===== src/rtl/joy_db15_target.sv =====
// -----------------------------------------------------------------------------
// joy_db15_target
//
// Target (shift-register) end of the DB15 serial joystick link. The host
// reader drives joy_load / joy_clk; this block behaves like a chain of
// 74HC165s holding {joystick1, joystick2} and returns the bits on joy_data.
// All logic runs on clk. Both host lines are asynchronous to clk and are
// synchronised before use.
//
// Build option:
//   JOY_DB15_TARGET_DEGLITCH_EN - when defined, adds a run-length filter
//   behind each synchroniser so that single-cycle pulses on joy_clk or
//   joy_load are rejected. Latency grows by DEGLITCH-1 clk cycles.
//
// Ports:
//   clk          system clock
//   reset        asynchronous active-high reset
//   joy_clk      host shift clock (async), data advances on rising edge
//   joy_load     host load strobe (async), active-low transparent load
//   joystick1    player 1 buttons, active-high
//   joystick2    player 2 buttons, active-high
//   joy_data     serial data to host, active-low (pressed = 0)
//   frame_done   one-cycle pulse when the last frame bit has been shifted out
//   bit_cnt      shifts completed in the current frame, saturates at FRAME_BITS
//   link_active  high while the host keeps issuing load strobes
// -----------------------------------------------------------------------------
module joy_db15_target #(
    parameter int FRAME_BITS     = 32,
    parameter int TIMEOUT_CYCLES = 5000000,
    parameter int DEGLITCH       = 3
) (
    input  logic        clk,
    input  logic        reset,
    input  logic        joy_clk,
    input  logic        joy_load,
    input  logic [15:0] joystick1,
    input  logic [15:0] joystick2,
    output logic        joy_data,
    output logic        frame_done,
    output logic [5:0]  bit_cnt,
    output logic        link_active
);

`ifdef JOY_DB15_TARGET_DEGLITCH_EN
    localparam bit DEGLITCH_EN = 1'b1;
`else
    localparam bit DEGLITCH_EN = 1'b0;
`endif

    localparam int TO_W = $clog2(TIMEOUT_CYCLES + 1);
    localparam int DG_W = (DEGLITCH > 2) ? $clog2(DEGLITCH - 1) : 1;

    // ------------------------------------------------------------------
    // Two-flop synchronisers. Lines idle high, so reset to 1 to avoid a
    // spurious edge right after reset release.
    // ------------------------------------------------------------------
    logic [1:0] clk_sync_q;
    logic [1:0] load_sync_q;

    // NOTE: every clocked process uses non-blocking assignments so all
    // flops sample the pre-edge value of their neighbours.
    always_ff @(posedge clk or posedge reset) begin
        if (reset) begin
            clk_sync_q  <= 2'b11;
            load_sync_q <= 2'b11;
        end else begin
            clk_sync_q  <= {clk_sync_q[0], joy_clk};
            load_sync_q <= {load_sync_q[0], joy_load};
        end
    end

    // Bit 0 = joy_clk, bit 1 = joy_load.
    logic [1:0] sync_lines;
    logic [1:0] filt_lines;

    assign sync_lines = {load_sync_q[1], clk_sync_q[1]};

    // ------------------------------------------------------------------
    // Optional run-length filter. The synchroniser output register holds
    // the first sample of a new level; the filtered value follows once
    // DEGLITCH consecutive samples agree.
    // ------------------------------------------------------------------
    if (DEGLITCH_EN && (DEGLITCH > 1)) begin : g_deglitch
        for (genvar i = 0; i < 2; i++) begin : g_line
            logic [DG_W-1:0] run_q;
            logic            filt_q;

            always_ff @(posedge clk or posedge reset) begin
                if (reset) begin
                    run_q  <= '0;
                    filt_q <= 1'b1;
                end else if (sync_lines[i] == filt_q) begin
                    run_q <= '0;
                end else if (run_q == DG_W'(DEGLITCH - 2)) begin
                    run_q  <= '0;
                    filt_q <= sync_lines[i];
                end else begin
                    run_q <= run_q + DG_W'(1);
                end
            end

            assign filt_lines[i] = filt_q;
        end
    end else begin : g_bypass
        assign filt_lines = sync_lines;
    end

    // ------------------------------------------------------------------
    // Edge detection against a third register.
    // ------------------------------------------------------------------
    logic clk_prev_q;
    logic load_prev_q;

    always_ff @(posedge clk or posedge reset) begin
        if (reset) begin
            clk_prev_q  <= 1'b1;
            load_prev_q <= 1'b1;
        end else begin
            clk_prev_q  <= filt_lines[0];
            load_prev_q <= filt_lines[1];
        end
    end

    logic clk_rise;
    logic load_rise;
    logic load_fall;
    logic do_load;
    logic do_shift;

    assign clk_rise  =  filt_lines[0] & ~clk_prev_q;
    assign load_rise =  filt_lines[1] & ~load_prev_q;
    assign load_fall = ~filt_lines[1] &  load_prev_q;

    // The cycle in which load is seen rising still counts as a load cycle,
    // so a coincident joy_clk edge is swallowed rather than shifting.
    assign do_load  = ~filt_lines[1] | load_rise;
    assign do_shift = clk_rise & ~do_load;

    // ------------------------------------------------------------------
    // Shift register, bit counter and frame pulse.
    // ------------------------------------------------------------------
    logic [31:0]           joy_word;
    logic [FRAME_BITS-1:0] load_value;
    logic [FRAME_BITS-1:0] shift_q;
    logic [FRAME_BITS-1:0] shift_d;
    logic [5:0]            bit_cnt_q;
    logic                  frame_done_q;

    // Short frames drop bits from the joystick2 LSB end.
    assign joy_word   = {joystick1, joystick2};
    assign load_value = ~joy_word[31 -: FRAME_BITS];

    // NOTE: shift_d gets its hold value first so no path leaves it
    // unassigned and no latch is inferred.
    always_comb begin
        shift_d = shift_q;
        if (do_load) begin
            shift_d = load_value;
        end else if (do_shift) begin
            shift_d = {shift_q[FRAME_BITS-2:0], 1'b1};
        end
    end

    always_ff @(posedge clk or posedge reset) begin
        if (reset) begin
            shift_q      <= '1;
            bit_cnt_q    <= '0;
            frame_done_q <= 1'b0;
        end else begin
            shift_q      <= shift_d;
            frame_done_q <= do_shift && (bit_cnt_q == 6'(FRAME_BITS - 1));
            if (do_load) begin
                bit_cnt_q <= '0;
            end else if (do_shift && (bit_cnt_q != 6'(FRAME_BITS))) begin
                bit_cnt_q <= bit_cnt_q + 6'd1;
            end
        end
    end

    // ------------------------------------------------------------------
    // Link timeout: restarted by every load strobe, holds once expired.
    // ------------------------------------------------------------------
    logic [TO_W-1:0] to_cnt_q;
    logic            link_active_q;

    always_ff @(posedge clk or posedge reset) begin
        if (reset) begin
            to_cnt_q      <= '0;
            link_active_q <= 1'b0;
        end else if (load_fall) begin
            to_cnt_q      <= '0;
            link_active_q <= 1'b1;
        end else if (to_cnt_q != TO_W'(TIMEOUT_CYCLES)) begin
            to_cnt_q <= to_cnt_q + TO_W'(1);
            if (to_cnt_q == TO_W'(TIMEOUT_CYCLES - 1)) begin
                link_active_q <= 1'b0;
            end
        end
    end

    assign joy_data    = shift_q[FRAME_BITS-1];
    assign frame_done  = frame_done_q;
    assign bit_cnt     = bit_cnt_q;
    assign link_active = link_active_q;

endmodule


===== config.mk =====
export PLATFORM = sky130hd
export DESIGN_NAME = joy_db15_target
export DESIGN_NICKNAME = d
export VERILOG_FILES = /design/src/rtl/joy_db15_target.sv
export SDC_FILE = /design/constraint.sdc
export NUM_CORES = 1
export LEC_CHECK = 0
export BUFFER_PORTS_ARGS = -buffer_cell sky130_fd_sc_hd__buf_2
export CAP_MARGIN = 20
export CORE_MARGIN = 1
export CORE_UTILIZATION = 51
export CTS_CLUSTER_SIZE = 28
export DETAILED_ROUTE_END_ITERATION = 16
export PLACE_DENSITY = 0.75
export SETUP_SLACK_MARGIN = 0.5
export SLEW_MARGIN = 30
export SYNTH_ARGS = -nofsm -noshare
export SYNTH_HDL_FRONTEND = slang
export SYNTH_SLANG_ARGS = --single-unit

===== constraint.sdc =====
create_clock -name clk -period 2.1 [get_ports clk]
set_input_delay 0 -clock clk [delete_from_list [all_inputs] [get_ports clk]]
set_output_delay 0 -clock clk [all_outputs]
set_load 0.05 [all_outputs]

# Yosys cells after proc, flatten, opt, wreduce, memory -nomap -nowiden
# Index checks and enable logic that the tools add are counted.
# word_totals
ff_bits	69
wordCells	41
output_inout_bits	9
input_bits	36
# op_classes
n_eq_ne	4
n_addsub	2
muxes	9
reduce_logical	7
bitwise_logic	10
# ops
operator	count
32-bit 2-to-1 mux	2
23-bit 2-to-1 mux	2
32-bit NOT	1
23-bit by 1-bit adder with 23-bit output, second input constant	1
23-bit == test, second input constant	1
23-bit != test, second input constant	1
6-bit 2-to-1 mux	2
2-bit nonzero test	4
6-bit by 1-bit adder with 6-bit output, second input constant	1
6-bit by 5-bit == test with 1-bit output, second input constant	1
6-bit != test, second input constant	1
1-bit bitwise AND	4
1-bit NOT	4
1-bit 2-to-1 mux	3
1-bit logical AND	2
2-bit AND reduction	1
1-bit bitwise OR	1

# Depth between registers and ports, before layout
# depth
depth_word	8
mapped_depth	6

# Worst setup path after synthesis
# No wires, ideal clock.
# synth_timing
kind	register to register
from	register to_cnt_q[0]
to	register to_cnt_q[18]
arrival_time_ps	1866
setup_time_ps	78
t_required_ps	2022
setup_slack_ps	156
period_less_slack_ps	1944
stages_incl_launch_ff	7
path_buffers	1
cell_sequence	dfrtp_1 ha_1 nand3_2 or4_1 buf_2 or3_1 a21oi_1
# synth_between
elab_chain_cells	3
elab_cells_between_ends	5
cone_classes	add/sub: 1; eq/ne: 1; mux: 2; reduce/logical: 1
# synth_lines
element	line_no	source
start, declared	183	logic [TO_W-1:0] to_cnt_q;
start signal, assigned	194	to_cnt_q <= to_cnt_q + TO_W'(1);
23-bit by 1-bit adder with 23-bit output	194	
23-bit 2-to-1 mux	193	end else if (to_cnt_q != TO_W'(TIMEOUT_CYCLES)) begin
23-bit 2-to-1 mux	190	end else if (load_fall) begin
# Several ways; a longest one is shown, not always the timed one. The select of a mux whose other input is x is not followed.
# A chain may end at the register's enable or synchronous reset.

# Worst setup path after layout
# layout_timing
from	register to_cnt_q[12]
to	register to_cnt_q[20]
# Same word-level chain as after synthesis.

==> results.toml <==
[sta]
maxSlewHeadroom_pct = 55.2
worstMarginPinSlew_ns = 0.671
hold_viol = 0
fin_crit_sh_pct = 81.5
rsz0062_at_grt = "true"
finalClockSkew_ns = 0.00997
setup-tns-final_ns = 0
finalWorstSetupSlack_ns = 0.388
slew_violations = 0
finalSetupViolations = 0
whs_ns = 0.314
min_period_ns = 1.71
max_freq_ghz = 0.584

[grt]
grt_pass1_wl_um = 11700
gr-max-usage-layer = "met2"
use_met1_pct = 29.2
grt_util_met3_pct = 3.74
grt_max_degree = 70
grt_pass1_vias = 2576
track_usage_pct = 22.8
antenna_found_initial = 0
overflow = 0
use_met2_pct = 39.1

[flow_run]
max-cap-violations = 0

[die]
fp.dieW_um = 82.2
ios = 45
design.core.area_mm2 = 0.00606
core.rowCount = 28
start_util_pct = 54.2
die-area_mm2 = 0.00676
dieHeight_um = 82.2

[clocking]
worstSkewPairLatency_ns = 0.33
cts_tree = "yes"
h-tree-depth = 3
clk_pin_slew_ns = 0.07
cts.sinks = 69
clockRootBuffer = "clkbuf_8"
cts_made_buffers = 9
clockBufferDepth = 2

[logic_synthesis]
netlist_top_cells_count = "a21oi_1 (39), dfstp_2 (38), nor2b_1 (33)"
synth-async-reset-ratio_pct = 100
synth_edf_count = 0
yosysSeqAreaShare_pct = 54.0
syn-mean-instance-area_um2 = 10.2
yosysTopAreaCell = "dfstp_2"
synth_nets = 361
syn_area_mm2 = 0.00328
dominantRegCellSynth = "dfstp_2"
synth.most_common_cell = "a21oi_1"
netlist.area_leader.share_pct = 30.4
ys_top_cells_by_area = "dfstp_2 (30%), dfrtp_1 (24%), a211oi_1 (7.1%), nor2b_1 (6.3%), a21oi_1 (5.9%)"
synth_cell_type_count = 36
syn_inst = 321
ys_seq_elements = 69
yosysWarningCount = 0

[power_and_ir_drop]
irDropWorstVdd_uv = 408
p_leak_nw = 1.89
power_density_mw_per_mm2 = 671

[detailed_routing]
ant_nets = 0
drcViolationCount = 0
wl_um = 7780
vias = 2797
drt_pass1_iterations = 4
avgRoutedWirePerCell_um = 15.5
vias_per_cell = 5.57
first_iter_violations = 175

[setup_path]
path_class = "flop to flop"
reg2regPathDepth = 4
worstSetupEndpointType = "flop"
critPathMaxFanout = 8
cp.arrival_ns = 1.96
r2r-start = "to_cnt_q[12]"
r2r_slack_ns = 0.39
critPathLaunchType = "flop"
cp-endpoint = "to_cnt_q[20]"
startpoint = "to_cnt_q[12]"
r2r_end = "to_cnt_q[20]"
critPathRequiredTime_ns = 2.35

[placed_design]
dp_hpwl_um = 4080
dp_worst_setup_slack_ns = 0.207
place_congestion = 0.818
io_buffer_count = 44
placed_cell_area_mm2 = 0.00363

[layout]
drive_above_1_share_pct = 36.1
num-nets-final = 462
diodes = 0
final_area_mm2 = 0.00448
syn2layout_area_growth_pct = 36.5
fillers = 421

[outcome]
status = "finished clean"

[worst_hold_path]
hold_class = "input pin to asynchronous set/reset pin"
-- metrics by stage --
stage	total power [mW]	util, %	std cells
2_1_floorplan	1.77	-	321
3_3_place_gp	1.86	60.0	427
3_5_place_dp	1.88	60.0	427
4_1_cts	2.99	71.5	496
5_1_grt	3.15	74.0	502
6_report	3.01	74.0	502
-- state kept, by name, summed over array words and instances (netlist names), 2 cells and up --
register and flops:
bit_cnt 6, clk_sync_q 2, load_sync_q 2, to_cnt_q 23, shift_q 32
-- cell usage in the layout, fill, tap and decap left out, types with 3 or more instances in the layout --
cell type / netlist / layout
dfstp_2: 38 / 38
xor2_1: 8 / 8
a21oi_1: 39 / 37
clkbuf_1: 16 / 3
nor3_1: 6 / 6
nor4_1: 7 / 3
nand2_1: 11 / 10
dlygate4sd3_1: 0 / 35
and3_1: 4 / 4
clkbuf_8: 0 / 12
nand2b_1: 3 / 3
nor2b_1: 33 / 32
inv_1: 10 / 9
ha_1: 4 / 3
nand3_1: 12 / 10
or3_1: 5 / 3
xnor2_1: 9 / 8
a211oi_1: 31 / 31
nor2_1: 21 / 21
buf_4: 0 / 25
nand4_1: 5 / 5
buf_2: 1 / 44
dfrtp_2: 0 / 9
buf_12: 0 / 3
dfrtp_1: 31 / 22
o21ai_0: 7 / 6
-- power by group --
part	switching [mW]	internal [mW]
Sequential	0.0765	1.47
Combinational	0.232	0.254
Clock	0.453	0.526
-- area by class of cell --
type / instances / area (um^2) / share of cell area (%)
Inverter: 10 / 41.3 / 0.921
Multi-Input combinational cell: 224 / 1540 / 34.3
Clock buffer: 15 / 176 / 3.94
Clock inverter: 1 / 5.00 / 0.112
Timing Repair Buffer: 108 / 843 / 18.8
Sequential cell: 69 / 1790 / 39.8
Tap cell: 75 / 93.8 / 2.09
-- metal layers --
layer	share of wire, %	routed length [um]
met5	0	0
met2	51	3950
met3	3.5	270
met4	1.8	143
met1	44	3420
-- worst max-delay path, stage by stage (launching register included) --
cell     delay [ns]
dfrtp_1        0.41
nand3_1        0.12
or4_4          0.60
or3_1          0.36
a21oi_1        0.14
-- logic make-up (layout without fill, tap and decap cells) --
logic type / count (synthesis) / after routing / synth area share (%)
AO/OA/AOI/OAI: 85 / 85 / 16.1
XOR/XNOR: 17 / 17 / 4.54
adder cells (fa/ha/maj): 4 / 4 / 1.52
buffers and inverters: 28 / 134 / 3.28
flip-flops: 69 / 69 / 54.0
multiplexers: 2 / 2 / 0.610
AND/OR/NAND/NOR: 116 / 116 / 19.9
-- worst min-delay path by stage --
stage | start | end | slack [ns] | depth (start not counted)
4_1_cts | joy_clk | clk_sync_q[0] | 0.30 | 2
3_3_place_gp | joy_load | load_sync_q[0] | 0.10 | 1
3_5_place_dp | joy_clk | clk_sync_q[0] | 0.11 | 1
2_1_floorplan | joy_clk | clk_sync_q[0] | 0.004 | 0
6_report | reset | bit_cnt[0] | 0.31 | 3
5_1_grt | joy_load | load_sync_q[0] | 0.31 | 2
-- repair_timing --
| action | CTS | global route |
|---|---|---|
| gates cloned | 0 | 1 |
| pin swaps | 8 | 5 |
| hold buffers | 35 | 0 |
| resized for setup | 9 | 18 |
| endpoints found under the hold margin | 41 | 0 |
| setup endpoints to repair | 10 | 26 |
| buffers inserted | 18 | 5 |
(Power assumes the default switching activity.)
